$ cat src/rtl/avr_pkg.sv
// Shared types and constants for the AVR programming-mode blocks.
// Holds the readback FSM state encoding and the UART framing levels.
package avr_pkg;

  typedef enum logic [2:0] {
    IDLE    = 3'd0,
    FETCH   = 3'd1,
    WAIT    = 3'd2,
    SEND_LO = 3'd3,
    SEND_HI = 3'd4,
    SEND_CS = 3'd5,
    DONE    = 3'd6
  } rb_state_t;

  localparam logic UART_START = 1'b0;
  localparam logic UART_STOP  = 1'b1;

endpackage

$ cat src/rtl/prog_readback_if.sv
// Program-memory read port: the readback block drives address and strobe,
// and the memory returns data on the cycle after the strobe.
interface prog_readback_if #(
  parameter int ADDR_W = 16,
  parameter int DATA_W = 16
);
  logic [ADDR_W-1:0] mem_addr;
  logic              mem_rd;
  logic [DATA_W-1:0] mem_data;

  modport master (output mem_addr, output mem_rd, input  mem_data);
  modport slave  (input  mem_addr, input  mem_rd, output mem_data);
endinterface

$ cat src/rtl/uart_tx_byte.sv
// UART 8N1 byte transmitter with a registered serial output.
// A load may arrive in the byte_done cycle, which gives back-to-back frames.
module uart_tx_byte
  import avr_pkg::*;
#(
  parameter int CLKS_PER_BIT = 217
) (
  input  logic       clk,
  input  logic       rst,
  input  logic       load,
  input  logic [7:0] din,
  output logic       tx,
  output logic       byte_done,
  output logic       tx_busy
);

  localparam int BAUD_W = (CLKS_PER_BIT > 1) ? $clog2(CLKS_PER_BIT) : 1;
  localparam logic [BAUD_W-1:0] BAUD_LAST = BAUD_W'(CLKS_PER_BIT - 1);

  logic [BAUD_W-1:0] baud_q, baud_d;
  logic [3:0]        bit_idx_q, bit_idx_d;
  logic [9:0]        shift_q, shift_d;
  logic              active_q, active_d;
  logic              tx_q;
  logic              line_busy_q;

  always_comb begin
    // NOTE: every signal gets a default first so no path can infer a latch.
    baud_d    = baud_q;
    bit_idx_d = bit_idx_q;
    shift_d   = shift_q;
    active_d  = active_q;
    byte_done = active_q && (baud_q == BAUD_LAST) && (bit_idx_q == 4'd9);

    if (load) begin
      shift_d   = {UART_STOP, din, UART_START};
      baud_d    = '0;
      bit_idx_d = '0;
      active_d  = 1'b1;
    end else if (active_q) begin
      if (baud_q == BAUD_LAST) begin
        baud_d = '0;
        if (bit_idx_q == 4'd9) begin
          active_d = 1'b0;
          shift_d  = '1;
        end else begin
          bit_idx_d = bit_idx_q + 4'd1;
          shift_d   = {1'b1, shift_q[9:1]};
        end
      end else begin
        baud_d = baud_q + BAUD_W'(1);
      end
    end
  end

  always_ff @(posedge clk) begin
    // NOTE: registers use non-blocking assignment so every flop sees pre-edge values.
    if (rst) begin
      baud_q      <= '0;
      bit_idx_q   <= '0;
      shift_q     <= '1;
      active_q    <= 1'b0;
      tx_q        <= 1'b1;
      line_busy_q <= 1'b0;
    end else begin
      baud_q      <= baud_d;
      bit_idx_q   <= bit_idx_d;
      shift_q     <= shift_d;
      active_q    <= active_d;
      tx_q        <= shift_q[0];
      line_busy_q <= active_q;
    end
  end

  // The output stage lags the shifter by one cycle; busy covers both.
  assign tx      = tx_q;
  assign tx_busy = active_q | line_busy_q;

endmodule

$ cat src/rtl/prog_readback.sv
// Dumps a range of program-memory words over UART (lo byte, hi byte per word),
// followed by an 8-bit modulo-256 checksum of all data bytes.
module prog_readback
  import avr_pkg::*;
#(
  parameter int CLKS_PER_BIT = 217,
  parameter int ADDR_W       = 16,
  parameter int DATA_W       = 16
) (
  input  logic               clk,
  input  logic               rst,
  input  logic               start,
  input  logic [ADDR_W-1:0]  start_addr,
  input  logic [15:0]        word_count,
  prog_readback_if.master    mem,
  output logic               uart_tx,
  output logic               busy,
  output logic               done
);

  rb_state_t         state_q, state_d;
  logic [ADDR_W-1:0] addr_q, addr_d;
  logic [15:0]       count_q, count_d;
  logic [7:0]        word_hi_q, word_hi_d;
  logic [7:0]        csum_q, csum_d;
  logic              busy_q, busy_d;
  logic              done_q, done_d;

  logic              tx_load;
  logic [7:0]        tx_din;
  logic              tx_byte_done;
  logic              tx_busy;

  uart_tx_byte #(.CLKS_PER_BIT(CLKS_PER_BIT)) u_tx (
    .clk      (clk),
    .rst      (rst),
    .load     (tx_load),
    .din      (tx_din),
    .tx       (uart_tx),
    .byte_done(tx_byte_done),
    .tx_busy  (tx_busy)
  );

  always_comb begin
    state_d    = state_q;
    addr_d     = addr_q;
    count_d    = count_q;
    word_hi_d  = word_hi_q;
    csum_d     = csum_q;
    busy_d     = busy_q;
    done_d     = 1'b0;
    mem.mem_rd = 1'b0;
    tx_load    = 1'b0;
    tx_din     = '0;

    unique case (state_q)
      IDLE: begin
        if (start) begin
          addr_d  = start_addr;
          count_d = word_count;
          csum_d  = '0;
          busy_d  = 1'b1;
          state_d = (word_count == 16'd0) ? SEND_CS : FETCH;
        end
      end
      FETCH: begin
        mem.mem_rd = 1'b1;
        state_d    = WAIT;
      end
      // The low byte goes straight from the memory bus so the frame starts
      // one cycle after WAIT on the line; only the high byte needs holding.
      WAIT: begin
        word_hi_d = mem.mem_data[15:8];
        tx_load   = 1'b1;
        tx_din    = mem.mem_data[7:0];
        csum_d    = csum_q + mem.mem_data[7:0];
        state_d   = SEND_LO;
      end
      SEND_LO: begin
        if (tx_byte_done) begin
          tx_load = 1'b1;
          tx_din  = word_hi_q;
          csum_d  = csum_q + word_hi_q;
          state_d = SEND_HI;
        end
      end
      SEND_HI: begin
        if (tx_byte_done) begin
          count_d = count_q - 16'd1;
          addr_d  = addr_q + ADDR_W'(1);
          state_d = (count_q == 16'd1) ? SEND_CS : FETCH;
        end
      end
      // The checksum waits for the line to go fully idle before loading.
      SEND_CS: begin
        if (tx_byte_done) begin
          state_d = DONE;
        end else if (!tx_busy) begin
          tx_load = 1'b1;
          tx_din  = csum_q;
        end
      end
      DONE: begin
        done_d  = 1'b1;
        busy_d  = 1'b0;
        state_d = IDLE;
      end
      default: state_d = IDLE;
    endcase
  end

  always_ff @(posedge clk) begin
    if (rst) begin
      state_q   <= IDLE;
      addr_q    <= '0;
      count_q   <= '0;
      word_hi_q <= '0;
      csum_q    <= '0;
      busy_q    <= 1'b0;
      done_q    <= 1'b0;
    end else begin
      state_q   <= state_d;
      addr_q    <= addr_d;
      count_q   <= count_d;
      word_hi_q <= word_hi_d;
      csum_q    <= csum_d;
      busy_q    <= busy_d;
      done_q    <= done_d;
    end
  end

  assign mem.mem_addr = addr_q;
  assign busy         = busy_q;
  assign done         = done_q;

endmodule

$ cat src/flat_wrapper.sv
// flat-port wrapper written by rule: the top's interface ports become plain ports
module prog_readback_flat import avr_pkg::*;
#(
  parameter int CLKS_PER_BIT = 217,
  parameter int ADDR_W       = 16,
  parameter int DATA_W       = 16
)
  (clk, rst, start, start_addr, word_count, uart_tx, busy, done, mem_mem_addr, mem_mem_rd, mem_mem_data);
  prog_readback_if #(.ADDR_W(ADDR_W), .DATA_W(DATA_W)) mem_i ();
  input  logic clk;
  input  logic rst;
  input  logic start;
  input  logic [ADDR_W-1:0] start_addr;
  input  logic [15:0] word_count;
  output logic uart_tx;
  output logic busy;
  output logic done;
  output wire logic [$bits(mem_i.mem_addr)-1:0] mem_mem_addr;
  output wire logic [$bits(mem_i.mem_rd)-1:0] mem_mem_rd;
  input wire logic [$bits(mem_i.mem_data)-1:0] mem_mem_data;
  assign mem_mem_addr = mem_i.mem_addr;
  assign mem_mem_rd = mem_i.mem_rd;
  assign mem_i.mem_data = mem_mem_data;
  prog_readback #(.CLKS_PER_BIT(CLKS_PER_BIT), .ADDR_W(ADDR_W), .DATA_W(DATA_W)) u_core (.clk(clk), .rst(rst), .start(start), .start_addr(start_addr), .word_count(word_count), .mem(mem_i), .uart_tx(uart_tx), .busy(busy), .done(done));
endmodule
$ cat config.mk
export PLATFORM = sky130hd
export DESIGN_NAME = prog_readback_flat
export DESIGN_NICKNAME = d
export VERILOG_FILES = /design/src/rtl/avr_pkg.sv /design/src/rtl/prog_readback_if.sv /design/src/rtl/uart_tx_byte.sv /design/src/rtl/prog_readback.sv /design/src/flat_wrapper.sv
export SDC_FILE = /design/constraint.sdc
export NUM_CORES = 1
export LEC_CHECK = 0
export CORE_MARGIN = 3
export CORE_UTILIZATION = 50
export DETAILED_ROUTE_END_ITERATION = 12
export PLACE_DENSITY = 0.75
export SLEW_MARGIN = 20
export SYNTH_ARGS = -nofsm -noshare
export SYNTH_HDL_FRONTEND = slang
export SYNTH_SLANG_ARGS = --single-unit
$ cat constraint.sdc
create_clock -name clk -period 3.9 [get_ports clk]
set_input_delay 0.78 -clock clk [delete_from_list [all_inputs] [get_ports clk]]
set_output_delay 0.78 -clock clk [all_outputs]
set_load 0.03 [all_outputs]
==> summary.txt <==
Timing
  • Rel. slew slack: 27.4%
  • Period utilization: 80.1%
  • Worst setup margin: 0.775 ns
  • Max Freq: 320 MHz
  • Max-slew violations: 0
  • Worst-Margin Slew: 1.08 ns
  • Unrepaired setup endpoints after global routing: no
  • Minimum clock period: 3.13 ns
  • Final setup violation count: 0
  • Fin Clk Skew: 0.00896 ns
  • Post-route setup TNS: 0 ns
  • Fin. Hold Viols: 0

Final layout
  • Register area: 0.00154 sq mm
  • Fin nets: 702
  • Share of layout cells above drive strength 1: 8.11%
  • Multi-input logic area: 0.00287 sq mm
  • Area grow syn2layout: 18.8%
  • Fill cell count: 798
  • N_diodes: 0

Logic synthesis
  • Async SR Flop Fraction: 0%
  • Post-synth EDFFs: 0
  • Largest area contributor in the synthesized netlist: dfxtp_1
  • Adder-cell area share of the yosys netlist: 4.18%
  • Main synth FF type: dfxtp_1
  • Mapped Area: 0.00467 sq mm
  • XOR/XNOR Fraction of Synth Area: 2.06%
  • Yosys top cell area share: 33.0%
  • Synth Area in Simple Gates: 27.1%
  • Syn_area_per_cell: 7.95 sq um
  • Unique masters post-synth: 80
  • Synth top cells by count: dfxtp_1, nand2_1, nor2_1, a21oi_1, o21ai_0
  • Mux cell area share after synthesis: 3.11%
  • Most frequent cell after synthesis: dfxtp_1
  • Syn nets: 654
  • #FFs+latches synth: 77
  • Largest family of logic cells by synthesized area: simple AND/OR/NAND/NOR gates
  • Synth Area in Compound Gates: 24.8%
  • Seq/Total Area, Yosys: 33.0%
  • Synth top area cells: dfxtp_1, a21oi_1, nand2_1
  • Gate Count Post-Synth: 588
  • Synth warn: 0

Floorplan
  • Die H: 103 microns
  • Starting Density: 52.6%
  • Full die area: 0.0105 sq mm
  • Ports: 71
  • Core area: 0.00889 sq mm
  • Row Count: 34
  • Die Width: 103 microns

Power
  • Leak Pwr: 2.02 nW
  • Sw Ratio: 30.4%
  • Switching power: 0.581 mW
  • Sequential share of power: 46.5%
  • Comb power frac: 21.4%
  • P_int: 1.33 mW
  • Worst vdd ir: 0.186 mV
  • PwrDens: 344 mW/mm^2
  • Clk network pwr share: 32.1%

Routing
  • DRT Pass-1 Iters: 5
  • Average wire per standard cell: 16.8 microns
  • DR vias/cell: 6.19
  • DRC viols: 0
  • Final WL: 12600 microns
  • First DRT Iteration DRCs: 280
  • Via count: 4633
  • Routed Antenna Nets: 0

Critical path
  • Critical Path RT: 4.20 ns
  • Startpoint Class: register
  • Slowest cell on crit path: dfxtp_1
  • Worst EP arrival: 3.42 ns
  • CP max stage delay: 0.64 ns
  • Critical path class: register to register
  • Worst path cell trace: nand3b_2 > mux2_2 > ha_1 > a21o_1 > a41oi_1 > a31oi_1 > or4_1 > nand4b_1
  • Crit. End Element: register
  • Crit-path max FO: 14

Placed design
  • Pre-CTS WS: 0.762 ns
  • Gp weighted congestion: 0.905
  • Port bufs: 70
  • DP Wirelength: 8600 microns

Clock network
  • Root Buffer: clkbuf_8
  • CTS tree: built
  • Htree depth: 3
  • Num CTS Buffers: 9
  • Clock buffer depth: 2
  • Worst-skew pair later-pin latency: 0.36 ns
  • Clk slew on worst S/H paths: 0.08 ns
  • Post_cts resized: 0
  • Hold buffers post-CTS: 0
  • Clk sink count: 77
  • Post-CTS Setup Bufs: 0

Run
  • MaxCap Viol Count: 0

Min path
  • Min-Delay Path Class: register to register

GRT
  • Total grt overflow: 0
  • Number of global-route vias before repair: 4314
  • Antenna violations before repair: 0
  • GRT Total Usage: 24.5%
  • First-pass GRT wire length: 20800 microns
  • Largest net degree at the start of global routing: 59

Status
  • Status: finished clean
==> final cells by class <==
cell class / instances / area share, %
Timing Repair Buffer: 78 / 13.6
Inverter: 15 / 1.01
Clock buffer: 12 / 2.61
Multi-Input combinational cell: 455 / 51.7
Clock inverter: 4 / 0.856
Sequential cell: 77 / 27.8
Tap cell: 108 / 2.43
==> through the flow <==
stage	total power [mW]	utilization (%)	hold slack [ns]	area [sq um]	std cells
after global placement	1.30	60.3	0.439	5360	733
after global routing	2.00	62.5	0.492	5550	749
after CTS	1.92	62.4	0.468	5550	749
after floorplan	1.16	-	0.411	4670	588
final	1.91	62.5	0.463	5550	749
after detailed placement	1.31	60.3	0.440	5360	733
==> registers in the layout (all words and copies together) (netlist names), 3 cells and up <==
name                   count
u_core.mem.mem_addr       16
u_core.word_hi_q           8
u_core.state_q             3
u_core.count_q            16
u_core.u_tx.shift_q        9
u_core.u_tx.baud_q         8
u_core.csum_q              8
u_core.u_tx.bit_idx_q      4
==> per-layer routing <==
metal | GRT usage (%) | up-vias | wire length [microns]
li1 | - | 2248 | -
met1 | 34.0 | 2218 | 5750
met2 | 38.7 | 156 | 5960
met3 | 4.87 | 11 | 788
met4 | 6.86 | 0 | 99
met5 | 0 | - | 0
==> cells in the final DEF (no fill, tap or decap), drive strengths merged, types with 6 or more instances in the layout <==
cell           instances
dfxtp                 77
clkdlybuf4s50         69
nand2                 68
nor2                  62
a21oi                 57
o21ai                 40
nor3                  18
nand3                 17
inv                   15
ha                    14
clkbuf                12
a211oi                 9
buf                    9
mux2                   9
nand4                  8
a31oi                  7
a221o                  7
a221oi                 7
nand2b                 6
a2bb2oi                6
a21o                   6
nor4                   6
xnor2                  6
nand3b                 6
o41ai                  6
==> worst max-delay path: cells and delay by family, from the launching register on <==
family	cells	cell delay, ns
AND/OR/NAND/NOR	3	1.04
flip-flops	1	0.64
AO/OA/AOI/OAI	3	0.69
multiplexers	1	0.41
adder cells (fa/ha/maj)	1	0.27
==> kinds of logic after synthesis <==
group / after synthesis
compound gates: 178
flops: 77
simple gates: 238
fa+ha+maj: 15
xor+xnor: 11
buf+inv: 56
mux: 13
==> power groups by stage <==
stage | logic (mW) | clock network [mW] | registers [mW]
after floorplan | 0.243 | 0 | 0.916
after global placement | 0.395 | 0 | 0.902
after detailed placement | 0.405 | 0 | 0.905
after CTS | 0.407 | 0.624 | 0.887
after global routing | 0.447 | 0.653 | 0.896
final | 0.409 | 0.613 | 0.889
==> path summary, 6_finish.rpt <==
check,from,cells after the start,end,slack (ns)
max,u_core.state_q[0],8,u_core.csum_q[7],0.77
min,u_core.u_tx.shift_q[0],1,u_core.u_tx.tx,0.46
max reg2reg,u_core.state_q[0],8,u_core.csum_q[7],0.77
min reg2reg,u_core.u_tx.shift_q[0],1,u_core.u_tx.tx,0.46
Note: power is estimated with default switching activity, not from simulation.
